File: src/rtl/enemy_pkg.sv
// ---------------------------------------------------------------------------
// enemy_pkg
// Shared constants and types for the invader alive-grid slice.
//   COLS/ROWS      : formation size in cells
//   CELL_W/CELL_H  : cell pitch in pixels
//   SPR_W/SPR_H    : sprite footprint anchored at each cell's top-left corner
//   hit_state_t    : states of the bullet-hit query FSM
//   alive_map_t    : ROWS x COLS alive bitmap, indexed [row][col]
// ---------------------------------------------------------------------------
package enemy_pkg;

    localparam int COLS   = 11;
    localparam int ROWS   = 5;
    localparam int CELL_W = 44;
    localparam int CELL_H = 28;
    localparam int SPR_W  = 32;
    localparam int SPR_H  = 16;

    localparam int NUM_ENEMIES = ROWS * COLS;
    localparam int GRID_W      = COLS * CELL_W;
    localparam int GRID_H      = ROWS * CELL_H;

    typedef enum logic [2:0] {
        IDLE,
        DIV_X,
        DIV_Y,
        CHECK,
        RESP
    } hit_state_t;

    typedef logic [ROWS-1:0][COLS-1:0] alive_map_t;

endpackage

File: src/rtl/enemy_span_div.sv
// ---------------------------------------------------------------------------
// enemy_span_div
// Iterative subtract-and-count divider. One subtraction per clock until the
// remainder drops below the divisor; done is high for the cycle in which the
// quotient and remainder are final. A start pulse always reloads, even while
// a previous division is still running.
//   clk, rst  : clock, asynchronous active-high reset
//   start     : load dividend/divisor and begin
//   dividend  : value to divide (DW bits)
//   divisor   : cell pitch (VW bits), captured on start
//   done      : result valid this cycle
//   quotient  : number of whole divisors removed (QW bits)
//   remainder : what is left, always below the divisor (VW bits)
// ---------------------------------------------------------------------------
module enemy_span_div #(
    parameter int DW = 10,
    parameter int VW = 6,
    parameter int QW = 4
) (
    input  logic          clk,
    input  logic          rst,
    input  logic          start,
    input  logic [DW-1:0] dividend,
    input  logic [VW-1:0] divisor,
    output logic          done,
    output logic [QW-1:0] quotient,
    output logic [VW-1:0] remainder
);

    logic [DW-1:0] rem;
    logic [VW-1:0] div_q;
    logic [QW-1:0] quo;
    logic          busy;
    logic [DW-1:0] div_ext;

    assign div_ext   = {{(DW-VW){1'b0}}, div_q};
    assign done      = busy && (rem < div_ext);
    assign quotient  = quo;
    assign remainder = rem[VW-1:0];

    // Walk the remainder down one pitch per cycle; stop once it fits in a cell.
    always_ff @(posedge clk or posedge rst) begin
        if (rst) begin
            rem   <= '0;
            div_q <= '0;
            quo   <= '0;
            busy  <= 1'b0;
        end else if (start) begin
            rem   <= dividend;
            div_q <= divisor;
            quo   <= '0;
            busy  <= 1'b1;
        end else if (busy) begin
            if (rem < div_ext) begin
                busy <= 1'b0;
            end else begin
                rem <= rem - div_ext;
                quo <= quo + 1'b1;
            end
        end
    end

endmodule

File: src/rtl/enemy_alive_grid.sv
// ---------------------------------------------------------------------------
// enemy_alive_grid
// Alive/dead bitmap for the invader formation. Answers bullet-hit queries
// against the moving formation origin, drives the per-pixel enemy_on and
// sprite offsets, and reports which columns still hold live enemies.
//   Clk, Reset          : 50 MHz clock, asynchronous active-high reset
//   new_wave            : one-cycle pulse, refills the whole grid
//   origin_x/origin_y   : formation top-left corner
//   DrawX/DrawY         : current pixel; enemy_on/spr_x/spr_y follow 1 cycle later
//   hit_req/hit_x/hit_y : bullet query, held until hit_ack
//   hit_ack/hit_valid   : one-cycle answer, hit_valid=1 when an enemy died
//   hit_row             : row of the destroyed enemy
//   alive_count/all_dead: live enemy count and its zero flag
//   left_col/right_col  : outermost columns still holding a live enemy
// ---------------------------------------------------------------------------
module enemy_alive_grid
    import enemy_pkg::*;
(
    input  logic       Clk,
    input  logic       Reset,
    input  logic       new_wave,
    input  logic [9:0] origin_x,
    input  logic [9:0] origin_y,
    input  logic [9:0] DrawX,
    input  logic [9:0] DrawY,
    input  logic       hit_req,
    input  logic [9:0] hit_x,
    input  logic [9:0] hit_y,
    output logic       hit_ack,
    output logic       hit_valid,
    output logic [2:0] hit_row,
    output logic       enemy_on,
    output logic [4:0] spr_x,
    output logic [3:0] spr_y,
    output logic [5:0] alive_count,
    output logic       all_dead,
    output logic [3:0] left_col,
    output logic [3:0] right_col
);

    alive_map_t  alive;
    hit_state_t  state;
    hit_state_t  next_state;
    logic        post_resp;

    logic [10:0] hit_dx;
    logic [10:0] hit_dy;
    logic        hit_in_bounds;
    logic        accept_req;
    logic [9:0]  dy_lat;
    logic [3:0]  col_q;
    logic [2:0]  row_q;
    logic [5:0]  rem_x;
    logic [5:0]  rem_y;
    logic        cell_hit;

    logic        div_start;
    logic [9:0]  div_dividend;
    logic [5:0]  div_divisor;
    logic        div_done;
    logic [3:0]  div_quotient;
    logic [5:0]  div_remainder;

    logic [10:0] px_dx;
    logic [10:0] px_dy;
    logic        px_in;
    logic [3:0]  px_col;
    logic [2:0]  px_row;
    logic [9:0]  px_offx;
    logic [9:0]  px_offy;
    logic        px_on;

    logic [COLS-1:0] col_alive;
    logic [3:0]      first_col;
    logic [3:0]      last_col;

    // The top bit of each 11-bit difference is the sign: set means the point
    // lies left of / above the formation.
    assign hit_dx = {1'b0, hit_x} - {1'b0, origin_x};
    assign hit_dy = {1'b0, hit_y} - {1'b0, origin_y};
    assign hit_in_bounds = !hit_dx[10] && !hit_dy[10] &&
                           (hit_dx[9:0] < 10'(GRID_W)) &&
                           (hit_dy[9:0] < 10'(GRID_H));

    // The cycle after RESP is skipped so a request still held from the answered
    // query is not taken as a new one.
    assign accept_req = (state == IDLE) && hit_req && !post_resp;

    assign cell_hit = alive[row_q][col_q] &&
                      (rem_x < 6'(SPR_W)) && (rem_y < 6'(SPR_H));

    assign all_dead = (alive_count == 6'd0);

    enemy_span_div #(
        .DW(10),
        .VW(6),
        .QW(4)
    ) u_div (
        .clk       (Clk),
        .rst       (Reset),
        .start     (div_start),
        .dividend  (div_dividend),
        .divisor   (div_divisor),
        .done      (div_done),
        .quotient  (div_quotient),
        .remainder (div_remainder)
    );

    // Hit FSM state register.
    always_ff @(posedge Clk or posedge Reset) begin
        if (Reset) begin
            state <= IDLE;
        end else begin
            state <= next_state;
        end
    end

    // Hit FSM next state. A refill abandons whatever query is in flight.
    always_comb begin
        next_state = state;
        if (new_wave) begin
            next_state = IDLE;
        end else begin
            case (state)
                IDLE:    if (accept_req) next_state = hit_in_bounds ? DIV_X : RESP;
                DIV_X:   if (div_done) next_state = DIV_Y;
                DIV_Y:   if (div_done) next_state = CHECK;
                CHECK:   next_state = RESP;
                RESP:    next_state = IDLE;
                default: next_state = IDLE;
            endcase
        end
    end

    // Hit FSM outputs. The single divider runs x first, then is restarted on
    // the latched y offset the same cycle the x result is captured.
    always_comb begin
        hit_ack      = 1'b0;
        div_start    = 1'b0;
        div_dividend = hit_dx[9:0];
        div_divisor  = 6'(CELL_W);
        case (state)
            IDLE: begin
                div_start = accept_req && hit_in_bounds && !new_wave;
            end
            DIV_X: begin
                div_start    = div_done && !new_wave;
                div_dividend = dy_lat;
                div_divisor  = 6'(CELL_H);
            end
            RESP: begin
                hit_ack = 1'b1;
            end
            default: ;
        endcase
    end

    // Query datapath: offsets are frozen on acceptance so origin motion during
    // the query cannot disturb it; cell coordinates are captured from the divider.
    always_ff @(posedge Clk or posedge Reset) begin
        if (Reset) begin
            post_resp <= 1'b0;
            dy_lat    <= '0;
            col_q     <= '0;
            row_q     <= '0;
            rem_x     <= '0;
            rem_y     <= '0;
            hit_valid <= 1'b0;
            hit_row   <= '0;
        end else begin
            post_resp <= (state == RESP);
            if (accept_req) begin
                dy_lat    <= hit_dy[9:0];
                hit_valid <= 1'b0;
            end
            if ((state == DIV_X) && div_done) begin
                col_q <= div_quotient;
                rem_x <= div_remainder;
            end
            if ((state == DIV_Y) && div_done) begin
                row_q <= 3'(div_quotient);
                rem_y <= div_remainder;
            end
            if (state == CHECK) begin
                hit_valid <= cell_hit;
                if (cell_hit) hit_row <= row_q;
            end
        end
    end

    // Alive bitmap and count. A refill outranks a same-cycle kill, and a kill
    // only ever lands on a live bit so the count cannot wrap.
    always_ff @(posedge Clk or posedge Reset) begin
        if (Reset) begin
            alive       <= '1;
            alive_count <= 6'(NUM_ENEMIES);
        end else if (new_wave) begin
            alive       <= '1;
            alive_count <= 6'(NUM_ENEMIES);
        end else if ((state == CHECK) && cell_hit) begin
            alive[row_q][col_q] <= 1'b0;
            alive_count         <= alive_count - 6'd1;
        end
    end

    // Column occupancy and its outermost set bits; an empty grid reports the
    // full span so the mover keeps its normal turn points.
    always_comb begin
        col_alive = '0;
        for (int c = 0; c < COLS; c++) begin
            for (int r = 0; r < ROWS; r++) begin
                col_alive[c] = col_alive[c] | alive[r][c];
            end
        end
        first_col = 4'd0;
        last_col  = 4'(COLS-1);
        for (int c = COLS-1; c >= 0; c--) begin
            if (col_alive[c]) first_col = 4'(c);
        end
        for (int c = 0; c < COLS; c++) begin
            if (col_alive[c]) last_col = 4'(c);
        end
    end

    // Registered column extents for the formation mover.
    always_ff @(posedge Clk or posedge Reset) begin
        if (Reset) begin
            left_col  <= 4'd0;
            right_col <= 4'(COLS-1);
        end else begin
            left_col  <= first_col;
            right_col <= last_col;
        end
    end

    // Pixel path: locate the cell with a comparator chain over pitch multiples
    // instead of a divider; the last multiple not exceeding the offset wins.
    assign px_dx = {1'b0, DrawX} - {1'b0, origin_x};
    assign px_dy = {1'b0, DrawY} - {1'b0, origin_y};
    assign px_in = !px_dx[10] && !px_dy[10] &&
                   (px_dx[9:0] < 10'(GRID_W)) &&
                   (px_dy[9:0] < 10'(GRID_H));

    always_comb begin
        px_col  = 4'd0;
        px_offx = px_dx[9:0];
        for (int c = 1; c < COLS; c++) begin
            if (px_dx[9:0] >= 10'(c * CELL_W)) begin
                px_col  = 4'(c);
                px_offx = px_dx[9:0] - 10'(c * CELL_W);
            end
        end
        px_row  = 3'd0;
        px_offy = px_dy[9:0];
        for (int r = 1; r < ROWS; r++) begin
            if (px_dy[9:0] >= 10'(r * CELL_H)) begin
                px_row  = 3'(r);
                px_offy = px_dy[9:0] - 10'(r * CELL_H);
            end
        end
        px_on = px_in && alive[px_row][px_col] &&
                (px_offx < 10'(SPR_W)) && (px_offy < 10'(SPR_H));
    end

    // Pixel outputs, one cycle behind DrawX/DrawY; offsets are zero off-sprite.
    always_ff @(posedge Clk or posedge Reset) begin
        if (Reset) begin
            enemy_on <= 1'b0;
            spr_x    <= '0;
            spr_y    <= '0;
        end else begin
            enemy_on <= px_on;
            spr_x    <= px_on ? px_offx[4:0] : 5'd0;
            spr_y    <= px_on ? px_offy[3:0] : 4'd0;
        end
    end

endmodule

File: config.mk
export PLATFORM = sky130hd
export DESIGN_NAME = enemy_alive_grid
export DESIGN_NICKNAME = d
export VERILOG_FILES = /design/src/rtl/enemy_pkg.sv /design/src/rtl/enemy_span_div.sv /design/src/rtl/enemy_alive_grid.sv
export SDC_FILE = /design/constraint.sdc
export NUM_CORES = 1
export LEC_CHECK = 0
export CAP_MARGIN = 20
export CORE_MARGIN = 2
export CORE_UTILIZATION = 41
export DETAILED_ROUTE_END_ITERATION = 8
export PLACE_DENSITY = 0.66
export SLEW_MARGIN = 20
export SYNTH_ARGS = -nofsm -noshare
export SYNTH_HDL_FRONTEND = slang
export SYNTH_HIERARCHICAL = 1
export SYNTH_SLANG_ARGS = --single-unit
File: constraint.sdc
create_clock -name Clk -period 3.4 [get_ports Clk]
set_input_delay 0.34 -clock Clk [delete_from_list [all_inputs] [get_ports Clk]]
set_output_delay 0.34 -clock Clk [all_outputs]
set_load 0.005 [all_outputs]
==> impl_metrics.json <==
{
  "run_status": "complete, but fails checks",
  "violations": "setup timing",
  "max_stage_delay_ns": 0.37,
  "setup_viol": 31,
  "drive_gt1_share_pct": 39.0,
  "clockBufferDepth": 2,
  "antenna_cells": 0,
  "post-route-util_pct": 61.3,
  "dieArea_sq_um": 28800,
  "rsz0062_at_grt": "true",
  "areaGrowthSynthToFinish_pct": 47.0,
  "power_density_nw_per_um2": 447,
  "crit_path_start_kind": "input pin",
  "dpl_worst_slack_ns": -1.68,
  "min_period_ns": 4.03,
  "numCtsBuffers": 17,
  "h-tree-depth": 4,
  "start_util_pct": 41.7,
  "drtAntennaViolNets": 0,
  "num_vias": 11800,
  "design_area_sq_um": 16500,
  "cpLargestDelayFamily": "compound AO/OA/AOI/OAI gates",
  "synth_cells": 1313,
  "worst_slew_pin_slew_ns": 0.850,
  "cts.clk_slew.worst_paths_ns": 0.06,
  "grt_max_degree": 65,
  "critPathCaptureType": "flip-flop",
  "slew_violations": 0,
  "routabilityCongestion": 0.964,
  "numPortBuffers": 93,
  "drtIter0Drc": 843,
  "die_x_um": 170,
  "worstSkewPairLatency_ns": 0.43,
  "fmax_ghz": 0.248,
  "place_area_sq_um": 14800,
  "worst_ep_arrival_time_ns": 4.39,
  "grt_pass1_vias": 11900,
  "worst-path-max-fanout": 6,
  "grt-ovfl-total": 0,
  "coreArea_sq_um": 27000,
  "dieHeight_um": 170,
  "skew_ns": 0.0116,
  "cp.required_ns": 3.76,
  "drc": 0,
  "cpMaxStageDelayCell": "or3b_1",
  "routed_wl_um": 39000,
  "crit_type": "input pin to flip-flop",
  "hold_viol": 0,
  "hp-class": "input pin to flip-flop",
  "ios": 94,
  "crit_buf_inv": 5,
  "fin_cells": 2073,
  "num-nets-final": 1863,
  "track_usage_pct": 27.2,
  "fin_crit_sh_pct": 119,
  "routedWlPerCell_um": 18.8,
  "grt_pass1_wl_um": 62400,
  "peakVddDrop_mv": 0.419,
  "num_rows": 60,
  "cts.sinks": 128,
  "dp.cells": 1992,
  "syn-mean-instance-area_sq_um": 8.56,
  "worst_slack_ns": -0.631,
  "synth_area_sq_um": 11200,
  "power.total_uw": 7390,
  "leakage_uw": 0.00709,
  "antenna_found_initial": 0,
  "crit_chain": "dlygate4sd2_1, inv_2, ha_4, a21o_1, or3b_1, o211a_1, buf_12, buf_4, ha_4, a21oi_2, o21ai_0, a221o_1, a21o_1, a22o_4, a211o_1, a221o_1, a221oi_4, buf_4, o211a_1",
  "dpl.hpwl_um": 28900,
  "cts_tree": "built",
  "first_pass_iters": 5,
  "via_per_inst": 5.69,
  "max-slew-margin-rel_pct": 43.3,
  "cts-root-buf": "clkbuf_16",
  "yosys_warnings": 6,
  "drv_cap": 0
}
[final timing paths]
check                                  from          to  slack (ns)  cells after the start
worst min register to register    dy_lat[8]   dy_lat[8]        0.49                      2
worst min-delay path            origin_x[0]    spr_x[0]        0.22                      3
worst max register to register     row_q[1]    alive[7]        0.12                     12
min in group asynchronous             Reset  hit_row[2]        0.28                      2
worst max-delay path            origin_x[3]    spr_x[4]       -0.63                     19
max in group asynchronous             Reset   alive[23]        2.35                      3
[worst register-to-register path: stages (launching register included)]
cell      delay (ns)
dfrtp_1         0.57
mux4_2          0.57
nor2b_1         0.15
a311oi_1        0.34
a211oi_1        0.09
a31oi_1         0.18
nor2_1          0.06
a21oi_1         0.31
nor3_2          0.09
buf_4           0.17
and3b_1         0.39
nand2_1         0.18
a21o_1          0.13
[metal layers]
metal  global-route usage (%)  wire [um]
met1                     35.4      17000
met4                     10.3       1370
met3                     3.47       1720
met5                        0          0
met2                     46.2      18900
[where the power goes]
| part | switching, uW | total [uW] | internal (uW) |
|---|---|---|---|
| registers | 132 | 1810 | 1680 |
| logic | 1910 | 3750 | 1840 |
| clock network | 726 | 1830 | 1100 |
| total | 2770 | 7390 | 4620 |
[registers in the layout, summed over array words and instances (netlist names)]
signal and cells:
alive 55, dy_lat 10, u_div/rem 10, alive_count 6, u_div/div_q 6, spr_x 5, col_q 4, left_col 4
right_col 4, spr_y 4, u_div/quotient 4, hit_row 3, row_q 3, state 3, rem_y 2, enemy_on 1
hit_valid 1, post_resp 1, rem_x 1, u_div/busy 1
[cell type report]
type	count	area, sq um
sequential	128	3280
tap	341	427
inverter	79	365
clock buffer	21	450
clock inverter	11	133
multi-input combinational	1047	8130
fill	2266	10400
timing repair inverter	1	16.3
timing repair buffer	445	3720
[timing repair]
| item | in CTS | in global routing |
|---|---|---|
| gates resized for setup | 186 | 63 |
| gates cloned | 2 | 0 |
| pin swaps | 59 | 40 |
| hold buffers | 0 | 0 |
| setup endpoints to repair | 32 | 42 |
| setup buffers | 38 | 15 |
[cells in the final DEF (no fill, tap or decap), types with 15 or more instances in the layout]
cell type / instances
buf_4: 325
nand2_1: 125
nor2_1: 87
a21oi_1: 66
dfrtp_1: 66
dfstp_2: 62
clkdlybuf4s50_1: 61
a21o_1: 59
inv_1: 55
o21ai_0: 51
ha_1: 48
mux2i_1: 43
nor3_1: 36
mux2_2: 32
xnor2_1: 27
nand3_1: 26
nand2b_1: 25
dlygate4sd2_1: 20
ha_4: 19
o211ai_1: 18
clkbuf_16: 18
inv_2: 17
buf_6: 16
o22ai_1: 15
o21ai_1: 15
[metrics by stage]
stage	TNS (ns)	hold slack, ns
3_3_place_gp	-40.90	0.464
4_1_cts	-11.56	0.226
5_1_grt	-20.31	0.209
6_report	-15.94	0.216
3_5_place_dp	-42.69	0.476
2_1_floorplan	-9.60	0.317
Note: power is estimated with default switching activity, not from simulation.
